--- config.mk ---
export PLATFORM = sky130hd
export DESIGN_NAME = spi_rx_capture
export DESIGN_NICKNAME = d
export VERILOG_FILES = /design/src/rtl/spi_rx_capture_pkg.sv /design/src/rtl/spi_rx_capture_sync_fifo.sv /design/src/rtl/spi_rx_capture.sv
export SDC_FILE = /design/constraint.sdc
export NUM_CORES = 1
export LEC_CHECK = 0
export CORE_ASPECT_RATIO = 2
export CORE_MARGIN = 1
export CORE_UTILIZATION = 55
export CTS_BUF_LIST = sky130_fd_sc_hd__clkbuf_2 sky130_fd_sc_hd__clkbuf_4 sky130_fd_sc_hd__clkbuf_8
export DETAILED_ROUTE_END_ITERATION = 12
export PLACE_DENSITY = 0.75
export SLEW_MARGIN = 20
export SYNTH_ARGS = -nofsm -noshare
export SYNTH_HDL_FRONTEND = slang
export SYNTH_SLANG_ARGS = --single-unit
--- constraint.sdc ---
create_clock -name clk -period 3.35 [get_ports clk]
set_input_delay 0.67 -clock clk [delete_from_list [all_inputs] [get_ports clk]]
set_output_delay 0.67 -clock clk [all_outputs]
set_load 0.005 [all_outputs]
--- src/rtl/spi_rx_capture_pkg.sv ---
// Constants shared between the SPI frame/clock generator and its receive path.
package spi_rx_capture_pkg;
  localparam int PKG_SIZE = 8;
endpackage

--- src/rtl/spi_rx_capture_sync_fifo.sv ---
// Show-ahead synchronous FIFO. A push into a full FIFO is accepted only when a pop happens in the same cycle.
module sync_fifo #(
  parameter int DW         = 8,
  parameter int FIFO_DEPTH = 4
) (
  input  logic          clk,
  input  logic          rst,
  input  logic          push,
  input  logic [DW-1:0] din,
  input  logic          pop,
  output logic [DW-1:0] dout,
  output logic          full,
  output logic          empty
);
  localparam int AW = $clog2(FIFO_DEPTH);

  logic [FIFO_DEPTH-1:0][DW-1:0] mem;
  logic [AW:0]                   wr_ptr, rd_ptr;
  logic                          do_push, do_pop;

  assign empty   = (wr_ptr == rd_ptr);
  assign full    = (wr_ptr[AW] != rd_ptr[AW]) && (wr_ptr[AW-1:0] == rd_ptr[AW-1:0]);
  assign do_pop  = pop & ~empty;
  assign do_push = push & (~full | do_pop);
  assign dout    = mem[rd_ptr[AW-1:0]];

  always_ff @(posedge clk) begin
    if (rst) begin
      mem    <= '0;
      wr_ptr <= '0;
      rd_ptr <= '0;
    end else begin
      if (do_push) begin
        mem[wr_ptr[AW-1:0]] <= din;
        wr_ptr              <= wr_ptr + (AW+1)'(1);
      end
      if (do_pop) rd_ptr <= rd_ptr + (AW+1)'(1);
    end
  end
endmodule

--- src/rtl/spi_rx_capture.sv ---
// SPI receive capture: aligns miso/sclk_n/cs_n, samples on sclk_n rise, assembles
// MSB-first words and queues them for the consumer; flags aborted frames and overruns.
module spi_rx_capture
  import spi_rx_capture_pkg::*;
#(
  parameter int DW          = PKG_SIZE,
  parameter int FIFO_DEPTH  = 4,
  parameter int SYNC_STAGES = 2
) (
  input  logic          clk,
  input  logic          rst,
  input  logic          sclk_n,
  input  logic          cs_n,
  input  logic          miso,
  output logic [DW-1:0] rx_data,
  output logic          rx_valid,
  input  logic          rx_ready,
  output logic          frame_err,
  output logic          overrun,
  input  logic          clr_ovr,
  output logic          busy
);
  localparam logic [1:0] IDLE  = 2'd0;
  localparam logic [1:0] SHIFT = 2'd1;
  localparam logic [1:0] HOLD  = 2'd2;
  localparam int         CW    = $clog2(DW+1);

  logic [SYNC_STAGES-1:0] miso_pipe, sclk_pipe, cs_pipe;
  logic                   d_miso, d_sclk_n, d_cs_n, d_sclk_n_q, rise;
  logic [1:0]             state, state_nxt;
  logic [CW-1:0]          bit_cnt;
  logic [DW-1:0]          shreg;
  logic                   shift_en, cnt_clr, word_done_c, frame_err_c, word_done;
  logic                   fifo_full, fifo_empty, fifo_pop;

  // Reset clears the cs_n delay to 0 so a frame already running keeps the FSM in HOLD
  always_ff @(posedge clk) begin
    if (rst) begin
      miso_pipe  <= '0;
      sclk_pipe  <= '0;
      cs_pipe    <= '0;
      d_sclk_n_q <= 1'b0;
    end else begin
      miso_pipe  <= (miso_pipe << 1) | SYNC_STAGES'(miso);
      sclk_pipe  <= (sclk_pipe << 1) | SYNC_STAGES'(sclk_n);
      cs_pipe    <= (cs_pipe   << 1) | SYNC_STAGES'(cs_n);
      d_sclk_n_q <= d_sclk_n;
    end
  end

  assign d_miso   = miso_pipe[SYNC_STAGES-1];
  assign d_sclk_n = sclk_pipe[SYNC_STAGES-1];
  assign d_cs_n   = cs_pipe[SYNC_STAGES-1];
  assign rise     = d_sclk_n & ~d_sclk_n_q;

  always_ff @(posedge clk) begin
    if (rst) state <= HOLD;
    else     state <= state_nxt;
  end

  always_comb begin
    state_nxt = state;
    case (state)
      IDLE:    if (!d_cs_n) state_nxt = SHIFT;
      SHIFT:   if (d_cs_n) state_nxt = IDLE;
               else if (rise && bit_cnt == CW'(DW-1)) state_nxt = HOLD;
      HOLD:    if (d_cs_n) state_nxt = IDLE;
      default: state_nxt = IDLE;
    endcase
  end

  // cs_n deassertion wins over a coincident sclk_n rise
  always_comb begin
    cnt_clr     = (state == IDLE) & ~d_cs_n;
    shift_en    = (state == SHIFT) & ~d_cs_n & rise;
    word_done_c = shift_en & (bit_cnt == CW'(DW-1));
    frame_err_c = (state == SHIFT) & d_cs_n & (bit_cnt != '0);
  end

  always_ff @(posedge clk) begin
    if (rst) begin
      bit_cnt   <= '0;
      shreg     <= '0;
      word_done <= 1'b0;
      frame_err <= 1'b0;
      overrun   <= 1'b0;
      busy      <= 1'b0;
    end else begin
      if (cnt_clr) bit_cnt <= '0;
      else if (shift_en) begin
        bit_cnt <= bit_cnt + CW'(1);
        shreg   <= (shreg << 1) | DW'(d_miso);
      end
      word_done <= word_done_c;
      frame_err <= frame_err_c;
      busy      <= (state_nxt != IDLE);
      if (word_done && fifo_full && !fifo_pop) overrun <= 1'b1;
      else if (clr_ovr)                        overrun <= 1'b0;
    end
  end

  assign fifo_pop = rx_ready & ~fifo_empty;
  assign rx_valid = ~fifo_empty;

  sync_fifo #(.DW(DW), .FIFO_DEPTH(FIFO_DEPTH)) u_fifo (
    .clk   (clk),
    .rst   (rst),
    .push  (word_done),
    .din   (shreg),
    .pop   (fifo_pop),
    .dout  (rx_data),
    .full  (fifo_full),
    .empty (fifo_empty)
  );
endmodule

==> impl_metrics.csv, run 1 <==
group,metric,value,unit
worst_setup_path,reg2reg_from,"u_fifo.rd_ptr[0]",
finish,diodes,0,
timing,fin_skew,0.0101,ns
global_route,gr-total-overflow,0,
global_route,grt_pass1_wl,7910,um
global_route,grt_usage,20.3,%
hold_path,min_from,"cs_pipe[0]",
floorplanning,die_x,52.5,um
synth,synth.cell_area,2800,sq um
power_and_ir_drop,ir_drop,0.000435,V
power_and_ir_drop,leakage,1.32,nW
worst_setup_path,required,2.68,ns
timing,rsz0062_at_grt,"no",
hold_path,hold_class,"flop to flop",
timing,hold_viol,0,
synth,synth_warnings,0,
synth,synth_top_area_share,45.0,%
synth,yosysUniqueCellTypes,39,
worst_setup_path,crit_path_end_kind,"primary output",
floorplanning,io_pins,19,
clocking,cts_setup_buffers,0,
clocking,cts-htree-levels,3,
placed_design,hpwl,3280,um
worst_setup_path,r2r_cells,4,
finish,fill_cells,396,
detailed_routing,drtPass1Iterations,4,
synth,synthTopCellsByArea,"dfxtp_1 45%, mux2i_1 8.9%, mux4_1 7.5%",
synth,yosysTopAreaCell,"dfxtp_1",
floorplanning,initial_utilization,57.6,%
synth,yosysMostFrequentCell,"dfxtp_1",
placed_design,io_buffers,18,
synth,syn_inst,258,
worst_setup_path,cp-startpoint,"u_fifo.rd_ptr[0]",
clocking,cts_hold_buf,0,
timing,finalMaxSlewViolations,0,
detailed_routing,wire_per_inst,14.1,um
worst_setup_path,crit_slowest_cell,"dfxtp_1",
synth,syn_avg_cell_area,10.9,sq um
clocking,cts_inserted_buffers,9,
finish,layout-drive-gt1-share,10.4,%
timing,fin_crit_sh,85.8,%
worst_setup_path,cp_max_fo,11,
worst_setup_path,worstPathArrival,2.21,ns
clocking,clk_latency,0.33,ns
detailed_routing,vias,1876,
finish,postLayoutCoreUtil,65.4,%
global_route,grt_antenna_before_repair,0,
timing,worstMarginPinSlew,0.898,ns
synth,synth_flop_cell,"dfxtp_1",
detailed_routing,wirelength,4740,um
detailed_routing,drc_errors,0,
floorplanning,dieArea,5400,sq um
synth,async_flop_share,0,%
placed_design,gp_congestion,0.755,
worst_setup_path,cp-start-kind,"flop",
floorplanning,fp.dieH,103,um
clocking,cts-root-buf,"clkbuf_8",
floorplanning,placement_rows,36,
timing,clock.fmax,348,MHz
clocking,cts_resized,0,
power_and_ir_drop,total_power,1.45,mW
worst_setup_path,cpPeakStageDelay,0.71,ns
clocking,clockBufferDepth,2,
worst_setup_path,path_cells,"xor2_2, or3_2, clkdlybuf4s50_1",
detailed_routing,antenna_left,0,
floorplanning,core_area,4860,sq um
global_route,grt_pass1_vias,1782,
power_and_ir_drop,powerDensity,455,nW/um^2
synth,synth_edf_count,0,
job,maxCapViolations,0,
worst_setup_path,worstSetupPathType,"flop to primary output",
timing,setup_violations,0,
finish,synthToLayoutAreaGrowth,13.5,%
synth,synth_common_cells,"63 x dfxtp_1, 32 x nand2b_1, 25 x mux2i_1, 13 x nand3_1, 12 x nor2_1",
synth,ys_seq_elements,63,
hold_path,hold_depth,1,
clocking,cts_num_sinks,63,
synth,yosysSeqAreaShare,45.0,%
finish,nets,288,
clocking,cts.clk_slew.worst_paths,0.07,ns
timing,fin_crit,2.88,ns
synth,synth_nets,272,
status,outcome,"completed",
detailed_routing,first_iter_violations,19,
timing,tns,0,ns
global_route,grt_max_degree,60,
clocking,cts_tree,"yes",
timing,slew-limit-headroom,39.9,%
detailed_routing,avgViaCountPerCell,5.58,
## stage by stage
stage	instance area, sq um	hold slack, ns	worst slack (ns)	instances
6_report	3180	0.436	0.474	336
5_1_grt	3180	0.450	0.327	336
4_1_cts	3180	0.441	0.436	336
3_5_place_dp	2980	0.425	0.791	320
3_3_place_gp	2980	0.420	0.810	320
2_1_floorplan	2800	0.414	1.59	258
## registers in the layout, indices dropped and copies added, names as in the netlist
register,flops
bit_cnt,4
sclk_pipe,2
frame_err,1
overrun,1
cs_pipe,2
u_fifo.rd_ptr,3
busy,1
miso_pipe,2
state,2
d_sclk_n_q,1
word_done,1
u_fifo.wr_ptr,3
shreg,8
u_fifo.mem,32
## cell type report
class                           count  area, sq um  area share [%]
Multi-Input combinational cell    174         1440            45.2
Sequential cell                    63         1260            39.7
Clock buffer                       12          153            4.80
Timing Repair Buffer               20          190            5.98
Inverter                            6         22.5           0.708
Tap cell                           57         71.3            2.24
Clock inverter                      4         45.0            1.42
## placed cells by master, fill, tap and decap left out, types with 8 or more instances in the layout
cell type / instances
nor2_1: 12
mux4_1: 8
a21oi_1: 11
clkdlybuf4s50_1: 17
clkbuf_8: 10
nand3_1: 13
nand3b_1: 8
mux2i_1: 25
dfxtp_1: 63
o21ai_0: 8
nand2b_1: 32
nand2_1: 11
## logic make-up (layout without fill, tap and decap cells)
group / after synthesis / count (layout) / share of synthesized area [%]
buffers and inverters: 21 / 42 / 3.66
AOI/OAI and AO/OA: 26 / 26 / 6.12
muxes: 34 / 34 / 16.8
and+or+nand+nor: 96 / 96 / 20.8
DFF: 63 / 63 / 45.0
adders and majority gates: 7 / 7 / 3.13
xor gates and xnor gates: 11 / 11 / 4.38
## layer usage
layer / vias to the layer above / part of all wire, % / GRT usage (%)
met2: 34 / 52 / 34.7
li1: 931 / - / -
met4: 0 / 3.7 / 14.2
met3: 15 / 2.5 / 4.72
met5: - / 0 / 0
met1: 896 / 42 / 20.9
## power by group
part	switching (mW)	total, mW	internal (mW)
clock network	0.271	0.648	0.377
registers	0.00407	0.759	0.755
logic	0.0183	0.0400	0.0217
## worst max-delay path, delay by kind of cell, from the launching register on
family / cells / cell delay (ns)
xor+xnor: 1 / 0.24
buf+inv: 1 / 0.45
flops: 1 / 0.71
simple gates: 1 / 0.49
## final timing paths
path,to,slack [ns]
setup / recovery,rx_valid,0.47
hold / removal,cs_pipe[1],0.44
setup reg to reg,u_fifo.wr_ptr[2],1.17
hold reg to reg,cs_pipe[1],0.44
Note: power is estimated with default switching activity, not from simulation.
==> run 2, diff against run 1 <==
Settings changed: SKIP_CTS_REPAIR_TIMING from default to 1.
Clock period 3.35 ns to 3.3 ns, I/O delays scaled along.
==> impl_metrics.csv, run 2 (synthesized netlist as in run 1, its figures left out) <==
group,metric,value,unit
worst_setup_path,required,2.64,ns
worst_setup_path,r2r_cells,4,
floorplanning,io_pins,19,
timing,slew-limit-headroom,43.1,%
detailed_routing,vias,1850,
floorplanning,initial_utilization,57.6,%
worst_setup_path,crit_slowest_cell,"dfxtp_1",
worst_setup_path,reg2reg_slack,1.15,ns
detailed_routing,drc_errors,0,
detailed_routing,first_iter_violations,31,
detailed_routing,antenna_left,0,
timing,whs,0.439,ns
job,maxCapViolations,0,
timing,clock.fmax,345,MHz
detailed_routing,wirelength,4660,um
timing,fin_crit,2.90,ns
finish,largest_reg_flops,32,
finish,layout-drive-gt1-share,10.4,%
worst_setup_path,cp-startpoint,"u_fifo.rd_ptr[0]",
timing,fin_ws,0.400,ns
placed_design,dp.cells,322,
finish,postLayoutCoreUtil,65.4,%
clocking,cts_inserted_buffers,9,
timing,finalMaxSlewViolations,0,
clocking,cts-htree-levels,3,
hold_path,hold_class,"flop to flop",
floorplanning,fp.dieH,103,um
hold_path,min_from,"cs_pipe[0]",
global_route,grt_usage,20.6,%
timing,hold_viol,0,
placed_design,hpwl,3230,um
status,outcome,"completed",
worst_setup_path,reg2reg_from,"u_fifo.rd_ptr[0]",
global_route,gr-total-overflow,0,
global_route,met1_usage,22.6,%
clocking,clk_latency,0.34,ns
clocking,cts-root-buf,"clkbuf_8",
worst_setup_path,crit_path_end_kind,"primary output",
placed_design,gp_congestion,0.742,
finish,layout_common_cells,"63 x dfxtp_1, 32 x nand2b_1, 25 x mux2i_1, 17 x clkdlybuf4s50_1",
floorplanning,dieArea,5400,sq um
worst_setup_path,cp_max_fo,11,
global_route,use_met3,7.37,%
worst_setup_path,r2r_end,"u_fifo.wr_ptr[2]",
global_route,grt_pass1_vias,1776,
floorplanning,placement_rows,36,
finish,diodes,0,
floorplanning,die_x,52.5,um
global_route,use_met2,33.2,%
finish,fin_cells,336,
worst_setup_path,worstSetupPathType,"flop to primary output",
power_and_ir_drop,leakage,1.32,nW
worst_setup_path,worstPathArrival,2.24,ns
clocking,clockBufferDepth,2,
clocking,cts_tree,"yes",
finish,final_area,3180,sq um
placed_design,placed_cell_area,3000,sq um
timing,worstMarginPinSlew,0.851,ns
placed_design,pre_cts_ws,0.734,ns
timing,tns,0,ns
finish,reg_top3,"u_fifo.mem (32), shreg (8), bit_cnt (4)",
global_route,grt_antenna_before_repair,0,
worst_setup_path,path_cells,"xor2_2, or3_2, clkdlybuf4s50_1",
detailed_routing,drtPass1Iterations,4,
global_route,grt_max_degree,49,
detailed_routing,wire_per_inst,13.9,um
timing,fin_skew,0.00528,ns
worst_setup_path,cp_num_buf_inv,1,
worst_setup_path,cpPeakStageDelay,0.72,ns
hold_path,whs_endpoint,"cs_pipe[1]",
finish,nets,290,
finish,top_register,"u_fifo.mem",
clocking,cts_num_sinks,63,
floorplanning,core_area,4860,sq um
hold_path,hold_depth,1,
timing,fin_crit_sh,87.9,%
power_and_ir_drop,ir_drop,0.000538,V
worst_setup_path,cp-start-kind,"flop",
power_and_ir_drop,total_power,1.43,mW
finish,layout_commonest_cell,"dfxtp_1",
clocking,cts.clk_slew.worst_paths,0.06,ns
timing,setup_violations,0,
placed_design,io_buffers,18,
detailed_routing,avgViaCountPerCell,5.51,
global_route,grt_pass1_wl,7940,um
finish,synthToLayoutAreaGrowth,13.7,%
timing,rsz0062_at_grt,"no",
worst_setup_path,cp_top_family,"flip-flops",
global_route,grt-busiest-layer,"met2",
power_and_ir_drop,powerDensity,451,nW/um^2
## run 2: cell count changes in the layout (fill, tap and decap cells not counted)
cell | before | now
clkbuf_8 | 10 | 13
bufinv_16 | 1 | 0
clkinv_2 | 3 | 0
clkbuf_4 | 2 | 1
buf_4 | 2 | 4
## run 2: where the power goes
group | leakage [nW] | internal, mW | total (mW) | switching [mW]
Clock | 0.0981 | 0.355 | 0.622 | 0.267
Sequential | 0.509 | 0.767 | 0.771 | 0.00428
Combinational | 0.711 | 0.0226 | 0.0415 | 0.0189
## run 2: routing by layer
layer	vias up	part of all wire (%)
li1	930	-
met1	875	42
met2	33	52
met3	12	3.1
met4	0	3.1
met5	-	0
## run 2: layout make-up
type / count / area [sq um]
flip-flops and latches: 63 / 1260
inverters: 6 / 22.5
well taps: 57 / 71.3
fillers: 399 / 1680
repair buffers: 22 / 205
multi-input cells: 174 / 1440
clock buffers: 14 / 186
## run 2: worst register-to-register path: stages (launching register included)
cell and delay [ns]:
dfxtp_1 0.72, xor2_2 0.24, o41ai_4 0.81, xor2_1 0.19, nor2_1 0.05
## run 2: worst max path at each step
| stage | cells after the start | to | slack [ns] |
|---|---|---|---|
| 2_1_floorplan | 3 | rx_valid | 1.55 |
| 3_3_place_gp | 3 | rx_valid | 0.76 |
| 3_5_place_dp | 3 | rx_valid | 0.73 |
| 4_1_cts | 3 | rx_valid | 0.38 |
| 5_1_grt | 3 | rx_valid | 0.29 |
| 6_report | 3 | rx_valid | 0.40 |
==> run 3, diff against run 2 <==
Settings changed: CTS_CLUSTER_SIZE from default to 16, SLEW_MARGIN 20 to default.
==> results of run 3 <==
The final DEF is identical to that of run 2; final timing and power are the same.
